===== config.mk =====
export PLATFORM = sky130hd
export DESIGN_NAME = sha256_pad_sched
export DESIGN_NICKNAME = d
export VERILOG_FILES = /design/src/rtl/sha256_pad_sched.sv
export SDC_FILE = /design/constraint.sdc
export NUM_CORES = 1
export LEC_CHECK = 0
export CAP_MARGIN = 10
export CORE_ASPECT_RATIO = 0.9
export CORE_MARGIN = 1.5
export CORE_UTILIZATION = 57
export DETAILED_ROUTE_END_ITERATION = 8
export PLACE_DENSITY = 0.73
export RECOVER_POWER = 50
export SLEW_MARGIN = 25
export SYNTH_ARGS = -nofsm -noshare
export SYNTH_HDL_FRONTEND = slang
export SYNTH_SLANG_ARGS = --single-unit

===== constraint.sdc =====
create_clock -name HCLK -period 5.37 [get_ports HCLK]
set_clock_uncertainty 0.2 [all_clocks]
set_input_delay 0.537 -clock HCLK [delete_from_list [all_inputs] [get_ports HCLK]]
set_output_delay 0.537 -clock HCLK [all_outputs]
set_load 0.005 [all_outputs]

===== src/rtl/sha256_pad_sched.sv =====
// SHA-256 single-block padder and message-schedule streamer.
// Emits W0..W63 over a valid/ready handshake from a 16-word sliding window.
module sha256_pad_sched #(
    parameter int MSG_WIDTH = 24
) (
    input  logic                 HCLK,
    input  logic                 HRESETn,
    input  logic                 start_i,
    input  logic                 clear_i,
    input  logic [MSG_WIDTH-1:0] msg_i,
    output logic [31:0]          w_o,
    output logic [5:0]           w_idx_o,
    output logic                 w_valid_o,
    input  logic                 w_ready_i,
    output logic                 busy_o,
    output logic                 done_o
);

    localparam int SH = 504 - MSG_WIDTH;

    typedef enum logic [1:0] {
        S_IDLE,
        S_RUN,
        S_DONE
    } state_t;

    state_t r_state;
    state_t w_next;

    logic [31:0]          r_win [16];
    logic [5:0]           r_t;
    logic [MSG_WIDTH+7:0] w_head;
    logic [511:0]         w_blk;
    logic [31:0]          w_nw;
    logic                 w_load;
    logic                 w_fire;

    function automatic logic [31:0] f_sig0(input logic [31:0] x);
        return {x[6:0], x[31:7]} ^ {x[17:0], x[31:18]} ^ (x >> 3);
    endfunction

    function automatic logic [31:0] f_sig1(input logic [31:0] x);
        return {x[16:0], x[31:17]} ^ {x[18:0], x[31:19]} ^ (x >> 10);
    endfunction

    // Message and 0x80 marker left-justified; bit length in the low 64 bits.
    assign w_head = {msg_i, 8'h80};
    assign w_blk  = (512'(w_head) << SH) | 512'(MSG_WIDTH);

    assign w_nw = f_sig1(r_win[14]) + r_win[9] + f_sig0(r_win[1]) + r_win[0];

    assign w_load = (r_state == S_IDLE) && start_i && !clear_i;
    assign w_fire = (r_state == S_RUN) && w_ready_i && !clear_i;

    assign w_o     = r_win[0];
    assign w_idx_o = r_t;

    always_comb begin
        w_next    = r_state;
        w_valid_o = 1'b0;
        busy_o    = 1'b0;
        done_o    = 1'b0;
        case (r_state)
            S_IDLE: begin
                if (start_i) w_next = S_RUN;
            end
            S_RUN: begin
                w_valid_o = 1'b1;
                busy_o    = 1'b1;
                if (w_ready_i && r_t == 6'd63) w_next = S_DONE;
            end
            S_DONE: begin
                done_o = 1'b1;
                w_next = S_IDLE;
            end
            default: w_next = S_IDLE;
        endcase
        if (clear_i) w_next = S_IDLE;
    end

    always_ff @(posedge HCLK or negedge HRESETn) begin
        if (!HRESETn) begin
            r_state <= S_IDLE;
            r_t     <= '0;
            for (int i = 0; i < 16; i++) r_win[i] <= '0;
        end else begin
            r_state <= w_next;
            if (clear_i) begin
                r_t <= '0;
                for (int i = 0; i < 16; i++) r_win[i] <= '0;
            end else if (w_load) begin
                r_t <= '0;
                for (int i = 0; i < 16; i++) r_win[i] <= w_blk[511-32*i -: 32];
            end else if (w_fire) begin
                // Counter parks at 0 after W63 instead of wrapping through it.
                r_t <= (r_t == 6'd63) ? 6'd0 : r_t + 6'd1;
                for (int i = 0; i < 15; i++) r_win[i] <= r_win[i+1];
                r_win[15] <= w_nw;
            end
        end
    end

endmodule

; ---- Word-level counts from Yosys, hierarchy flattened
; Index checks and enable logic that the tools add are counted.
[word_totals]
wordCells = 53
latch_bits = 0
in_bits = 29
memories = 0
reg_bits = 520
out_inout_bits = 41
romBits = 0
mem_bits_rw = 0
[op_classes]
n_lt_le_gt_ge = 0
n_mux = 13
n_mul = 0
n_bitwise = 4
n_shift = 0
reduce_logical = 9
n_div = 0
addsub = 4
eq_ne = 5
[ops]
columns = cell, count
row1 = $mux W512, 3
row2 = $add A32 B32 Y32, 3
row3 = $xor A32 B32 Y32, 2
row4 = $xor A32 B22 Y32, 1
row5 = $xor A32 B29 Y32, 1
row6 = $mux W6, 4
row7 = $add A6 B1 Y6 const B, 1
row8 = $eq A6 B6 Y1 const B, 1
row9 = $mux W2, 3
row10 = $logic_and A1 B1 Y1, 5
row11 = $pmux W2 S2, 1
row12 = $ne A3 B2 Y1 const B, 1
row13 = $ne A3 B3 Y1 const B, 1
row14 = $reduce_bool A3 Y1, 1
row15 = $eq A2 B1 Y1 const B, 1
row16 = $eq A2 B2 Y1 const B, 1
row17 = $logic_not A2 Y1, 1
row18 = $mux W1, 2
row19 = $reduce_and A2 Y1, 1
row20 = $logic_not A1 Y1, 1

; ---- Logic depth before layout (Yosys ltp)
[depth]
word_depth = 8
mapped_depth = 17
ltp_nobuf = 16

; ---- Worst setup path after synthesis
; Ideal clock, no wire load.
[synth_timing]
path_kind = register to register
start = register r_win[43] in the netlist's numbering
end = register r_win[27] in the netlist's numbering
required_ns = 5.101
n_path_buf = 1
t_arrival_ns = 3.880
path_slack_ns = 1.220
stages_incl_launch_ff = 17
cell_sequence = dfrtp_1 clkbuf_1 xor2_1 xnor2_1 fa_1 fa_1 inv_1 ha_1 inv_1 fa_1 and2b_1 o2111ai_1 a211oi_2 nor3_2 o31a_1 or4_1 nand3_1
[synth_via]
elab_chain_len = 8
[synth_rtl]
columns = element, line_no
row1 = from (decl), 30  ; logic [31:0] r_win [16];
row2 = $xor A32 B32 Y32, 43  ; return {x[16:0], x[31:17]} ^ {x[18:0], x[31:19]} ^ (x >> 10);
row3 = $xor A32 B22 Y32 (*), 43
row4 = $add A32 B32 Y32 (*) (3 in series), 50  ; assign w_nw = f_sig1(r_win[14]) + r_win[9] + f_sig0(r_win[1]) + r_win[0];
row5 = $mux W512 (*), 94  ; end else if (w_fire) begin
row6 = $mux W512 (*), 91  ; end else if (w_load) begin
row7 = $mux W512 (*), 88  ; if (clear_i) begin
; Every way passes the cells marked *; elsewhere a longest branch is shown, timed or not. The select of a mux whose other input is x is not followed.
; A chain may end at the register's enable or synchronous reset.

; ---- Worst setup path after layout
[layout_timing]
start = register r_state[1]
end = register r_win, in the netlist w_o[7]
[layout_via]
elab_chain_len = 5
[layout_rtl]
columns = element, line_no
row1 = from (decl), 27  ; state_t r_state;
row2 = from (signal assigned), 87  ; r_state <= w_next;
row3 = $logic_not A2 Y1, 52  ; assign w_load = (r_state == S_IDLE) && start_i && !clear_i;
row4 = $logic_and A1 B1 Y1 (2 in series), 52
row5 = $mux W512, 91
row6 = $mux W512, 88
; Several ways; a longest one is shown, not always the timed one.

==> reports/qor.yml <==
run_status:
  outcome: "finished with violations"
  violations: "max-capacitance violations, max-slew violations"
placed_design:
  post_dp_cell_area_um2: 26040
  dpl_worst_slack_ns: 0.6543
  dp_cells: 3350
  dp_hpwl_um: 45780
  portBuffers: 69
  gp_congestion: 0.9427
synthesis:
  avgSynthCellArea_um2: 8.731
  syn-num-nets: 3044
  yosysWarnings: 0
  synthFlopType: "dfrtp_1"
  synthArstFlopShare: 1.000
  yosysUniqueCellTypes: 65
  syn_area_um2: 25500
  ys_seq_area_frac: 0.5102
  synth-edff-count: 0
  synth_cells: 2921
  ys_seq_elements: 520
clock_tree:
  cts_tree: "yes"
  cts_resized: 0
  cts_root_buf: "clkbuf_16"
  clockBufferDepth: 3
  numCtsBuffers: 53
  cts_sinks: 520
  cts_setup_buffers: 0
  clk_pin_slew_worst_paths_ns: 0.07
  clock_latency_ns: 0.61
  cts_hold_buf: 1
  htree_levels: 2
global_route:
  grt_usage: 0.2982
  grt_pass1_wl_um: 105300
  grt_busiest_layer: "met2"
  grt_max_degree: 166
  grt_pass1_vias: 18600
  grt_use_met2: 0.4629
  grtUsageMet1: 0.4404
  antenna_found_initial: 0
  grt-ovfl-total: 0
  grt_use_met3: 0.04308
power_and_ir_drop:
  total_power_w: 0.008173
  seqPwrFrac: 0.484
  p_comb_frac: 0.068
  switching_power_w: 0.001995
  clkPwrFrac: 0.448
  sw_frac_of_total: 0.2440
  p_leak_nw: 11.69
  ir_drop_v: 0.0002534
  powerDensity_nw_per_um2: 294.6
  internal_power_w: 0.006179
worst_setup_path:
  crit_path_top_delay_cell: "and2_0"
  path_cells: "nor2b_1, and2_0, buf_4, buf_4, nand2_1, a31oi_1"
  ff2ff_setup_slack_ns: 0.55
  crit_family: "simple AND/OR/NAND/NOR gates"
  crit_buf_inv: 2
  critical_path.max_stage_delay_ns: 1.90
  startpoint_type: "flop"
  critical_path_arrival_ns: 5.15
  cp_data_required_time_ns: 5.70
  worstPathMaxFanout: 72
  crit_top_cell: "buf_4"
  endpoint_kind: "flop"
  critPathKind: "flop to flop"
cells_and_area:
  instances_no_fill: 3444
  final_area_um2: 27740
  nets: 2929
  final_layout_size_suffix_gt1_frac: 0.04326
  area_delta_synth_final_pct: 8.767
sta:
  fmaxAchievable_mhz: 207.4
  worst_slack_ns: 0.5487
  tns_ns: 0
  maxSlewViolCount: 315
  finalCritPeriodShare: 0.8978
  setup_viol: 0
  tightest_slew_ns: 2.678
  relSlewSlack: -0.7851
  layout_min_cycle_time_ns: 4.821
  hold_viol_final: 0
  rsz0062_at_grt: "false"
die:
  die_area_um2: 46020
  die_w_um: 226.0
  boundaryPins: 70
  initial_core_util: 0.5781
  die_h_um: 203.7
  coreArea_um2: 44120
  num_rows: 73
routing:
  drc: 0
  viasPerCell: 5.637
  finalWirelength_um: 67150
  first_pass_iters: 5
  detail-route-antenna-nets: 0
  wire_per_inst_um: 19.50
  drt_iter0_markers: 1809
  vias: 19410
flow_run:
  max_cap_viol_count: 4
worst_hold_path:
  hold_class: "flop to flop"
==> final timing paths <==
| check | from | endpoint | depth (start not counted) |
|---|---|---|---|
| min | r_win[112] | r_win[144] | 2 |
| max | r_state[1] | w_o[7] | 6 |
| min in group asynchronous | HRESETn | r_win[378] | 2 |
| max in group asynchronous | HRESETn | r_win[290] | 3 |
| max reg2reg | r_state[1] | w_o[7] | 6 |
| min reg2reg | r_win[112] | r_win[144] | 2 |
==> cells by family (layout without fill, tap and decap cells) <==
family                   count (synthesis)  in the layout  share of synthesized area
AND/OR/NAND/NOR                       1115           1115                     0.1709
AO/OA/AOI/OAI                          650            650                     0.1369
multiplexers                             6              6                   0.002404
XOR/XNOR                               136            136                    0.04670
buffers and inverters                  400            322                    0.06853
flip-flops                             520            520                     0.5102
adder cells (fa/ha/maj)                 94             94                    0.06436
other                                    0              1                          0
==> power by group through the flow <==
stage	Clock, W	Sequential [W]	Combinational [W]
2_1_floorplan	0	0.00402	0.000352
3_3_place_gp	0	0.00403	0.000564
3_5_place_dp	0	0.00403	0.000567
4_1_cts	0.00372	0.00396	0.000569
5_1_grt	0.00388	0.00396	0.000619
6_report	0.00366	0.00396	0.000557
==> Yosys cell counts, types with 32 or more instances <==
library cell  number  share of area
nand2_1          973           0.14
a21oi_1          527           0.10
dfrtp_1          520           0.51
clkbuf_1         180          0.026
inv_1            129          0.019
xnor2_1           84          0.029
nor2_1            69          0.010
fa_1              62          0.049
xor2_1            52          0.018
buf_4             36          0.011
buf_2             34         0.0067
o21ai_0           33         0.0065
ha_1              32          0.016
==> routing by layer <==
| layer | share of wire | routed length (um) | up-vias |
|---|---|---|---|
| li1 | - | - | 9075 |
| met1 | 0.46 | 30650 | 9794 |
| met2 | 0.46 | 31030 | 444 |
| met3 | 0.057 | 3848 | 100 |
| met4 | 0.024 | 1624 | 0 |
| met5 | 0 | 0 | - |
==> flip-flops by register name, summed over array words and instances, names as in the netlist <==
name	flops
w_o	32
r_win	480
w_idx_o	6
r_state	2
==> layout make-up <==
class	instances	area, um2
fill	3797	16380
sequential	520	13010
multi-input combinational	2001	10760
clock buffer	78	1562
timing repair buffer	101	1013
tap	600	750.7
inverter	129	484.2
clock inverter	14	156.4
antenna	1	2.502
==> worst register-to-register path: cells and delay by family (launching register included) <==
kind / cells / cell delay [ns]
AO/OA/AOI/OAI: 1 / 0.18
buffers and inverters: 2 / 1.54
flip-flops: 1 / 0.44
AND/OR/NAND/NOR: 3 / 2.40
==> layout by cell type (no fill, tap or decap), types with 18 or more instances in the layout <==
cell,n
a211oi_1,25
a21oi_1,527
buf_4,22
clkbuf_16,54
clkdlybuf4s50_1,44
dfrtp_1,520
dlygate4sd3_1,25
fa_1,62
ha_1,32
inv_1,129
nand2_1,972
nand3_1,18
nor2_1,69
o21ai_0,33
xnor2_1,84
xor2_1,52
==> per-stage QoR <==
| step | util | hold slack (ns) |
|---|---|---|
| after floorplan | - | 0.04141 |
| after global placement | 0.5902 | 0.2795 |
| after detailed placement | 0.5902 | 0.2947 |
| after CTS | 0.6294 | 0.3006 |
| after global routing | 0.6287 | 0.3237 |
| final | 0.6288 | 0.3131 |
(Power assumes the default switching activity.)
